## src/rtl/ysyx_22040237_div_ctrl.sv

```systemverilog
// ysyx_22040237_div_ctrl
//   Multi-cycle integer divider for RV64 div/divu/rem/remu and their word
//   forms. Restoring shift-subtract on operand magnitudes, one quotient bit
//   per cycle. Divide-by-zero and signed overflow finish without iterating.
//
// Ports
//   clk, rst      : clock, asynchronous active-high reset
//   req_valid_i   : request valid; accepted when req_ready_o is high
//   req_ready_o   : controller idle, can accept a request
//   op1_i, op2_i  : dividend, divisor (sampled only at accept)
//   div_op_i      : 00 div, 01 divu, 10 rem, 11 remu
//   wop_i         : 32-bit word operation
//   flush_i       : abort whatever is in flight; wins over everything
//   res_valid_o   : result valid (held until res_ready_i)
//   res_ready_i   : consumer takes the result
//   res_o         : quotient or remainder, zero when res_valid_o is low
//   busy_o        : high whenever not idle (pipeline stall)
module ysyx_22040237_div_ctrl #(
  parameter int XLEN = 64
) (
  input  logic            clk,
  input  logic            rst,
  input  logic            req_valid_i,
  output logic            req_ready_o,
  input  logic [XLEN-1:0] op1_i,
  input  logic [XLEN-1:0] op2_i,
  input  logic [1:0]      div_op_i,
  input  logic            wop_i,
  input  logic            flush_i,
  output logic            res_valid_o,
  input  logic            res_ready_i,
  output logic [XLEN-1:0] res_o,
  output logic            busy_o
);

  typedef enum logic [1:0] {IDLE, CALC, DONE} state_t;

  state_t          state;
  logic [5:0]      cnt;
  logic [XLEN-1:0] rem_q, quo_q, dvs_q;
  logic            is_rem_q, is_word_q, neg_q_q, neg_r_q;

  // Word results are always the low 32 bits sign-extended.
  function automatic logic [XLEN-1:0] word_fix(input logic w, input logic [XLEN-1:0] v);
    return w ? {{32{v[31]}}, v[31:0]} : v;
  endfunction

  function automatic logic [XLEN-1:0] neg_if(input logic c, input logic [XLEN-1:0] v);
    return c ? (~v + 1'b1) : v;
  endfunction

  assign req_ready_o = (state == IDLE);
  assign busy_o      = (state != IDLE);

  // Operand preparation at the operating width (combinational, accept cycle).
  logic                   is_signed, a_neg, b_neg, div_zero, ovf, accept;
  logic signed [XLEN-1:0] a_ext, b_ext;
  logic [XLEN-1:0]        a_mag, b_mag, spec_res;

  always_comb begin
    is_signed = ~div_op_i[0];
    if (wop_i) begin
      a_ext = is_signed ? {{32{op1_i[31]}}, op1_i[31:0]} : {32'b0, op1_i[31:0]};
      b_ext = is_signed ? {{32{op2_i[31]}}, op2_i[31:0]} : {32'b0, op2_i[31:0]};
    end else begin
      a_ext = op1_i;
      b_ext = op2_i;
    end
    a_neg    = is_signed & a_ext[XLEN-1];
    b_neg    = is_signed & b_ext[XLEN-1];
    a_mag    = neg_if(a_neg, $unsigned(a_ext));
    b_mag    = neg_if(b_neg, $unsigned(b_ext));
    div_zero = (b_ext == '0);
    // Sign-extended word operands make the 64-bit compare cover both widths.
    ovf      = is_signed && (b_ext == '1) &&
               (wop_i ? (a_ext == 64'hFFFF_FFFF_8000_0000)
                      : (a_ext == 64'h8000_0000_0000_0000));
    if (div_zero)
      spec_res = div_op_i[1] ? $unsigned(a_ext) : '1;
    else
      spec_res = div_op_i[1] ? '0 : $unsigned(a_ext);
    spec_res = word_fix(wop_i, spec_res);
    accept   = req_valid_i && req_ready_o && !flush_i;
  end

  // One restoring step; also used to form the final result on the last step.
  logic [XLEN:0]   r_sh, diff;
  logic            q_bit;
  logic [XLEN-1:0] quo_next, rem_next, quo_mag, fin_res;

  always_comb begin
    r_sh     = {rem_q, quo_q[XLEN-1]};
    diff     = r_sh - {1'b0, dvs_q};
    q_bit    = ~diff[XLEN];
    quo_next = {quo_q[XLEN-2:0], q_bit};
    rem_next = q_bit ? diff[XLEN-1:0] : r_sh[XLEN-1:0];
    quo_mag  = is_word_q ? {32'b0, quo_next[31:0]} : quo_next;
    fin_res  = word_fix(is_word_q, is_rem_q ? neg_if(neg_r_q, rem_next)
                                            : neg_if(neg_q_q, quo_mag));
  end

  // ---- datapath registers (no reset) ----
  always_ff @(posedge clk) begin
    if (accept) begin
      rem_q     <= '0;
      // Word dividends are left-aligned so the MSB is always shifted first.
      quo_q     <= wop_i ? {a_mag[31:0], 32'b0} : a_mag;
      dvs_q     <= b_mag;
      is_rem_q  <= div_op_i[1];
      is_word_q <= wop_i;
      neg_q_q   <= a_neg ^ b_neg;
      neg_r_q   <= a_neg;
    end else if (state == CALC) begin
      rem_q <= rem_next;
      quo_q <= quo_next;
    end
  end

  // ---- control FSM and registered result ----
  always_ff @(posedge clk or posedge rst) begin
    if (rst) begin
      state       <= IDLE;
      cnt         <= '0;
      res_valid_o <= 1'b0;
      res_o       <= '0;
    end else if (flush_i) begin
      state       <= IDLE;
      cnt         <= '0;
      res_valid_o <= 1'b0;
      res_o       <= '0;
    end else begin
      case (state)
        IDLE: begin
          if (req_valid_i) begin
            if (div_zero || ovf) begin
              state       <= DONE;
              res_valid_o <= 1'b1;
              res_o       <= spec_res;
            end else begin
              state <= CALC;
              cnt   <= wop_i ? 6'd31 : 6'd63;
            end
          end
        end
        CALC: begin
          cnt <= cnt - 6'd1;
          if (cnt == 6'd0) begin
            state       <= DONE;
            res_valid_o <= 1'b1;
            res_o       <= fin_res;
          end
        end
        DONE: begin
          if (res_ready_i) begin
            state       <= IDLE;
            res_valid_o <= 1'b0;
            res_o       <= '0;
          end
        end
        default: begin
          state       <= IDLE;
          res_valid_o <= 1'b0;
          res_o       <= '0;
        end
      endcase
    end
  end

endmodule

```

## config.mk

```make
export PLATFORM = sky130hd
export DESIGN_NAME = ysyx_22040237_div_ctrl
export DESIGN_NICKNAME = d
export VERILOG_FILES = /design/src/rtl/ysyx_22040237_div_ctrl.sv
export SDC_FILE = /design/constraint.sdc
export NUM_CORES = 1
export LEC_CHECK = 0
export ABC_AREA = 1
export CAP_MARGIN = 30
export CORE_MARGIN = 3
export CORE_UTILIZATION = 50
export CTS_BUF_LIST = sky130_fd_sc_hd__clkbuf_4 sky130_fd_sc_hd__clkbuf_8 sky130_fd_sc_hd__clkbuf_16
export DETAILED_ROUTE_END_ITERATION = 6
export PLACE_DENSITY = 0.76
export SYNTH_ARGS = -nofsm -noshare
export SYNTH_HDL_FRONTEND = slang
export SYNTH_SLANG_ARGS = --single-unit
```

## constraint.sdc

```tcl
create_clock -name clk -period 13.3 [get_ports clk]
set_input_delay 2.66 -clock clk [delete_from_list [all_inputs] [get_ports clk]]
set_output_delay 2.66 -clock clk [all_outputs]
set_load 0.02 [all_outputs]
```

==> results of run 1 <==
==> critical path, delay by kind of cell <==
family / cells / cell delay, ns
buffers and inverters: 9 / 3.25
and+or+nand+nor: 8 / 2.01
AOI/OAI and AO/OA: 2 / 0.43
==> registers in the layout (all words and copies together), names as in the netlist, 2 cells and up <==
signal	flops
res_o	64
quo_q	64
rem_q	64
cnt	6
state	2
dvs_q	64
==> power breakdown <==
part           internal [mW]  switching [mW]  leakage, nW  total, mW
Combinational           1.52            4.09         12.8       5.61
Clock                  0.575           0.417        0.588      0.992
Sequential              1.27           0.311         2.75       1.58
==> final cells by class <==
cell class | instances | area share [%]
multi-input cells | 3734 | 55.2
flip-flops and latches | 269 | 21.8
inverters | 783 | 9.06
diodes | 2 | 0.0154
clock buffers | 50 | 3.23
clock inverters | 14 | 0.393
well taps | 756 | 2.91
repair buffers | 247 | 7.43
==> cells by family after synthesis <==
kind of cell | Yosys count
flops | 269
compound gates | 695
simple gates | 2817
fa+ha+maj | 83
buf+inv | 956
xor+xnor | 139
==> worst paths after layout <==
check | cells after the start | slack, ns | to
setup / recovery | 19 | 5.30 | state[1]
hold / removal | 2 | 0.48 | res_o[53]
hold reg to reg | 2 | 0.48 | res_o[53]
min in group asynchronous | 2 | 2.40 | res_o[53]
max in group asynchronous | 3 | 9.78 | res_o[14]
setup reg to reg | 35 | 5.76 | res_o[58]
==> per-layer routing <==
metal / track usage [%] / vias up
li1: - / 16127
met1: 60.9 / 15841
met2: 57.4 / 2428
met3: 20.2 / 302
met4: 14.2 / 6
met5: 0.980 / -
==> cells in the final DEF, fill, tap and decap left out, types with 27 or more instances in the layout <==
| master | Yosys | layout |
|---|---|---|
| xnor2_1 | 41 | 41 |
| o211ai_1 | 27 | 27 |
| o21ai_0 | 289 | 289 |
| nand4_1 | 81 | 81 |
| nor3_1 | 78 | 77 |
| xor2_1 | 98 | 98 |
| clkbuf_16 | 0 | 37 |
| nand2_1 | 1670 | 1668 |
| a21oi_1 | 195 | 195 |
| buf_4 | 5 | 34 |
| dfxtp_1 | 64 | 64 |
| nor2_1 | 502 | 499 |
| nor4_1 | 36 | 36 |
| inv_1 | 771 | 768 |
| clkdlybuf4s50_1 | 0 | 200 |
| o22ai_1 | 81 | 81 |
| nand3_1 | 364 | 364 |
| ha_1 | 70 | 70 |
| dfrtp_1 | 73 | 73 |
| edfxtp_1 | 132 | 132 |
==> results.py, run 1 <==
metrics = {
    "status": {
        "status": "finished, violations left",
        "violations": "DRC",
    },
    "worst_setup_path": {
        "cpMostUsedCell": "buf_4",
        "crit_type": "in -> reg",
        "worst_ep_required_time_ns": 13.76,
        "path_max_fanout": 73,
        "cp.arrival_ns": 8.45,
        "slowest_stage": "clkinv_2",
        "crit_chain": "buf_2 > buf_4 > clkinv_2 > buf_4 > a21oi_1 > inv_1 > nand3_1 > nor4_1 > and2_0 > nand4_1 > o21ai_0 > or2_2 > nand2_2 > buf_4 > inv_1 > nand2_1 > clkinv_1 > buf_4 > or2_2",
        "slowest_delay_ns": 0.66,
        "worstSetupStartpoint": "wop_i",
        "regToRegStartpoint": "quo_q[63]",
        "worst_setup_path_end_kind": "flop",
        "cp-start-kind": "primary input",
    },
    "detailed_routing": {
        "met3_length_um": 23900,
        "via_per_inst": 5.93,
        "top_layer": "met5",
        "wl_met1_um": 55000,
        "ant_nets": 0,
        "vias": 34704,
        "drc_errors": 13,
        "wl_per_cell_um": 23.1,
        "wirelength_um": 135000,
        "firstDrtPassIters": 7,
        "drt_iter0_drc": 5758,
        "dr_wl_met2_um": 50900,
    },
    "layout": {
        "register_area_mm2": 0.00707,
        "area_growth_pct": 13.2,
        "multi_input_area_mm2": 0.0179,
        "finalInstanceArea_mm2": 0.0325,
        "instances_no_fill": 5855,
        "fin_util_pct": 57.4,
        "fin_nets": 5277,
        "drive_above_1_share_pct": 3.75,
        "fill_cells": 5891,
    },
    "place": {
        "place_hpwl_um": 109000,
        "port_buffers": 202,
        "placedInstanceArea_mm2": 0.0313,
        "routabilityCongestion": 1.13,
        "dp_slack_ns": 4.92,
        "place_inst": 5784,
    },
    "clocking": {
        "clkSlewWorstSetupHoldPaths_ns": 0.06,
        "post_cts_buffers": 0,
        "cts_root_buf": "clkbuf_16",
        "cts_sinks": 269,
        "insertion_delay_ns": 0.59,
        "hold_buffers": 0,
        "cts_buffer_depth": 3,
        "cts_buffers": 35,
        "cts_max_level": 2,
        "tritoncts": "built",
        "cts_resized": 0,
    },
    "synth": {
        "synth_xor_area_share_pct": 4.24,
        "synthCells": 4959,
        "netlist_area_mm2": 0.0287,
        "synthTopCellsByArea": "nand2_1 (22%), edfxtp_1 (14%), inv_1 (10%)",
        "synthesis.nets": 5166,
        "yosysWarnings": 0,
        "netlist.top_cell.by_area": "nand2_1",
        "synth_commonest_cells": "nand2_1 (1,670), inv_1 (771), nor2_1 (502), nand3_1 (364), o21ai_0 (289)",
        "synthMuxAreaShare_pct": 0,
        "ys_async_sr_fraction_pct": 27.1,
        "synth_ff_type": "edfxtp_1",
        "synth.avg_cell_area_um2": 5.79,
        "synth_cell_types": 65,
        "synth-simple-area-share_pct": 41.0,
        "synth_top_family_by_area": "simple AND/OR/NAND/NOR gates",
        "synthDominantCellAreaShare_pct": 21.8,
        "synth.most_common_cell": "nand2_1",
        "seq_area_frac_synth_pct": 24.6,
        "synth-seq-cells": 269,
        "synth_edf_count": 132,
        "synthAdderAreaFrac_pct": 3.54,
        "synth_compound_area_share_pct": 13.6,
    },
    "die": {
        "die_w_um": 246,
        "start_util_pct": 50.7,
        "row_count": 87,
        "die_h_um": 246,
        "dieArea_mm2": 0.0603,
        "coreArea_mm2": 0.0566,
        "pin_count": 203,
    },
    "global_routing": {
        "gr-usage-all-layers_pct": 43.3,
        "antenna_found_initial": 5,
        "grt_pass1_wl_um": 195000,
        "grt-ovfl-total": 0,
        "grt_pass1_vias": 30934,
        "grt_max_degree": 79,
    },
    "timing": {
        "post-route-period-util_pct": 60.1,
        "setup_ws_ns": 5.30,
        "setup_viol": 0,
        "slew_headroom_pct": 20.5,
        "fin_crit_ns": 8.00,
        "hold_violations": 0,
        "slew_viol_final": 0,
        "holdWs_ns": 0.481,
        "grt_setup_unrepaired": "no",
        "fin_skew_ns": 0.0306,
        "fmax_mhz": 125,
        "tightest_slew_ns": 1.18,
        "fin_setup_tns_ns": 0,
    },
    "power_and_ir_drop": {
        "p_leak_nw": 16.2,
        "ir_drop_v": 0.000296,
        "totalPowerFinal_mw": 8.18,
        "power_density_mw_per_mm2": 252,
    },
    "min_path": {
        "hp-class": "reg -> reg",
        "hp-start": "res_o[53]",
    },
    "run": {
        "drv_cap": 0,
    },
}
Note: power is estimated with default switching activity, not from simulation.
==> run 2: changes to the inputs <==
--- a/config.mk
+++ b/config.mk
@@ -11,7 +11,7 @@
 export CORE_UTILIZATION = 50
 export CTS_BUF_LIST = sky130_fd_sc_hd__clkbuf_4 sky130_fd_sc_hd__clkbuf_8 sky130_fd_sc_hd__clkbuf_16
 export DETAILED_ROUTE_END_ITERATION = 6
-export PLACE_DENSITY = 0.76
+export PLACE_DENSITY = 0.78
 export SYNTH_ARGS = -nofsm -noshare
 export SYNTH_HDL_FRONTEND = slang
 export SYNTH_SLANG_ARGS = --single-unit
==> constraint.sdc (replaced) <==
create_clock -name clk -period 7.35 [get_ports clk]
set_input_delay 1.47 -clock clk [delete_from_list [all_inputs] [get_ports clk]]
set_output_delay 1.47 -clock clk [all_outputs]
set_load 0.02 [all_outputs]
==> results.py, run 2 (synthesized netlist as in run 1, its figures left out) <==
metrics = {
    "detailed_routing": {
        "drc_errors": 0,
        "wl_per_cell_um": 23.0,
        "via_per_inst": 5.92,
        "firstDrtPassIters": 7,
        "drt_iter0_drc": 5832,
        "ant_nets": 0,
        "wirelength_um": 135000,
        "vias": 34698,
    },
    "timing": {
        "fin_setup_tns_ns": 0,
        "tightest_slew_ns": 1.04,
        "grt_setup_unrepaired": "no",
        "holdWs_ns": 0.481,
        "post-route-period-util_pct": 84.1,
        "hold_violations": 0,
        "fin_skew_ns": 0.0444,
        "fin_crit_ns": 6.18,
        "setup_viol": 0,
        "fmax_mhz": 162,
        "setup_ws_ns": 1.17,
        "slew_headroom_pct": 30.1,
        "slew_viol_final": 0,
    },
    "die": {
        "coreArea_mm2": 0.0566,
        "start_util_pct": 50.7,
        "dieArea_mm2": 0.0603,
        "die_w_um": 246,
        "die_h_um": 246,
        "row_count": 87,
        "pin_count": 203,
    },
    "global_routing": {
        "grt-ovfl-total": 0,
        "gr-usage-all-layers_pct": 43.3,
        "grt_pass1_wl_um": 195000,
        "grt_max_degree": 87,
        "antenna_found_initial": 8,
        "grt_pass1_vias": 30169,
    },
    "layout": {
        "final_cell_mix": "nand2_1 (1,668), inv_1 (768), nor2_1 (499)",
        "final_common_cell": "nand2_1",
        "area_growth_pct": 13.6,
        "fin_nets": 5280,
        "drive_above_1_share_pct": 3.78,
        "instances_no_fill": 5858,
    },
    "worst_setup_path": {
        "slowest_stage": "fa_1",
        "slowest_delay_ns": 0.43,
        "cp.arrival_ns": 6.66,
        "worst_setup_path_end_kind": "flop",
        "worst_ep_required_time_ns": 7.83,
        "worstSetupStartpoint": "quo_q[63]",
        "path_max_fanout": 65,
        "crit_type": "reg -> reg",
        "regToRegStartpoint": "quo_q[63]",
        "cpMostUsedCell": "nand2_1",
        "cp-start-kind": "flop",
    },
    "clocking": {
        "hold_buffers": 0,
        "post_cts_buffers": 0,
        "cts_root_buf": "clkbuf_16",
        "insertion_delay_ns": 0.59,
        "cts_buffer_depth": 3,
        "clkSlewWorstSetupHoldPaths_ns": 0.07,
        "cts_resized": 0,
        "cts_buffers": 36,
        "tritoncts": "built",
        "cts_max_level": 2,
        "cts_sinks": 269,
    },
    "power_and_ir_drop": {
        "ir_drop_v": 0.000391,
        "power_density_mw_per_mm2": 463,
        "p_leak_nw": 16.2,
    },
    "place": {
        "port_buffers": 202,
        "dp_slack_ns": 1.46,
        "place_inst": 5785,
        "place_hpwl_um": 110000,
        "routabilityCongestion": 1.14,
    },
    "min_path": {
        "hp-start": "res_o[52]",
        "hp-class": "reg -> reg",
    },
    "status": {
        "status": "finished clean",
    },
    "run": {
        "drv_cap": 0,
    },
}
## run 2: cell count changes in the layout (fill, tap and decap cells not counted), moves of 2 or more
cell | before | now
clkbuf_8 | 4 | 0
buf_16 | 3 | 1
bufinv_16 | 1 | 6
clkbuf_4 | 13 | 8
clkinv_2 | 7 | 3
inv_6 | 1 | 5
clkinvlp_4 | 2 | 4
inv_8 | 0 | 2
buf_4 | 34 | 37
## run 2: worst max-delay path, delay by kind of cell, from the launching register on
family,cells,cell delay (ns)
adders and majority gates,3,0.93
DFF,1,0.34
AOI/OAI and AO/OA,1,0.23
and+or+nand+nor,34,4.23
buffers and inverters,3,0.30
## run 2: final timing paths
kind                        endpoint  slack (ns)  cells past startpoint
hold / removal             res_o[52]        0.48                      2
setup reg to reg           res_o[44]        1.17                     41
max in group asynchronous   res_o[0]        5.45                      4
min in group asynchronous  res_o[52]        1.26                      3
setup / recovery           res_o[44]        1.17                     41
hold reg to reg            res_o[52]        0.48                      2
## run 2: final cells by class
class | instances | area, um^2
clock buffers | 41 | 973
multi-input cells | 3734 | 17900
fillers | 5890 | 24000
inverters | 783 | 2940
repair buffers | 249 | 2390
clock inverters | 24 | 337
well taps | 756 | 946
diodes | 2 | 5.00
flip-flops and latches | 269 | 7070
## run 2: per-layer routing
layer | wire length [um] | track usage [%]
met5 | 34 | 0
met3 | 23000 | 18.8
met4 | 5440 | 14.7
met2 | 50800 | 57.5
met1 | 55500 | 61.6
## run 2: where the power goes
group          internal (mW)  switching, mW
registers               2.30          0.488
clock network           1.19          0.802
logic                   2.73           7.58
## run 2: metrics by stage
step	area (um^2)	total power, mW	utilization, %
after floorplan	28700	8.92	-
after global placement	31200	12.5	55.1
after detailed placement	31200	12.5	55.2
after CTS	32500	14.5	57.5
after global routing	32600	15.8	57.6
final	32600	15.1	57.6
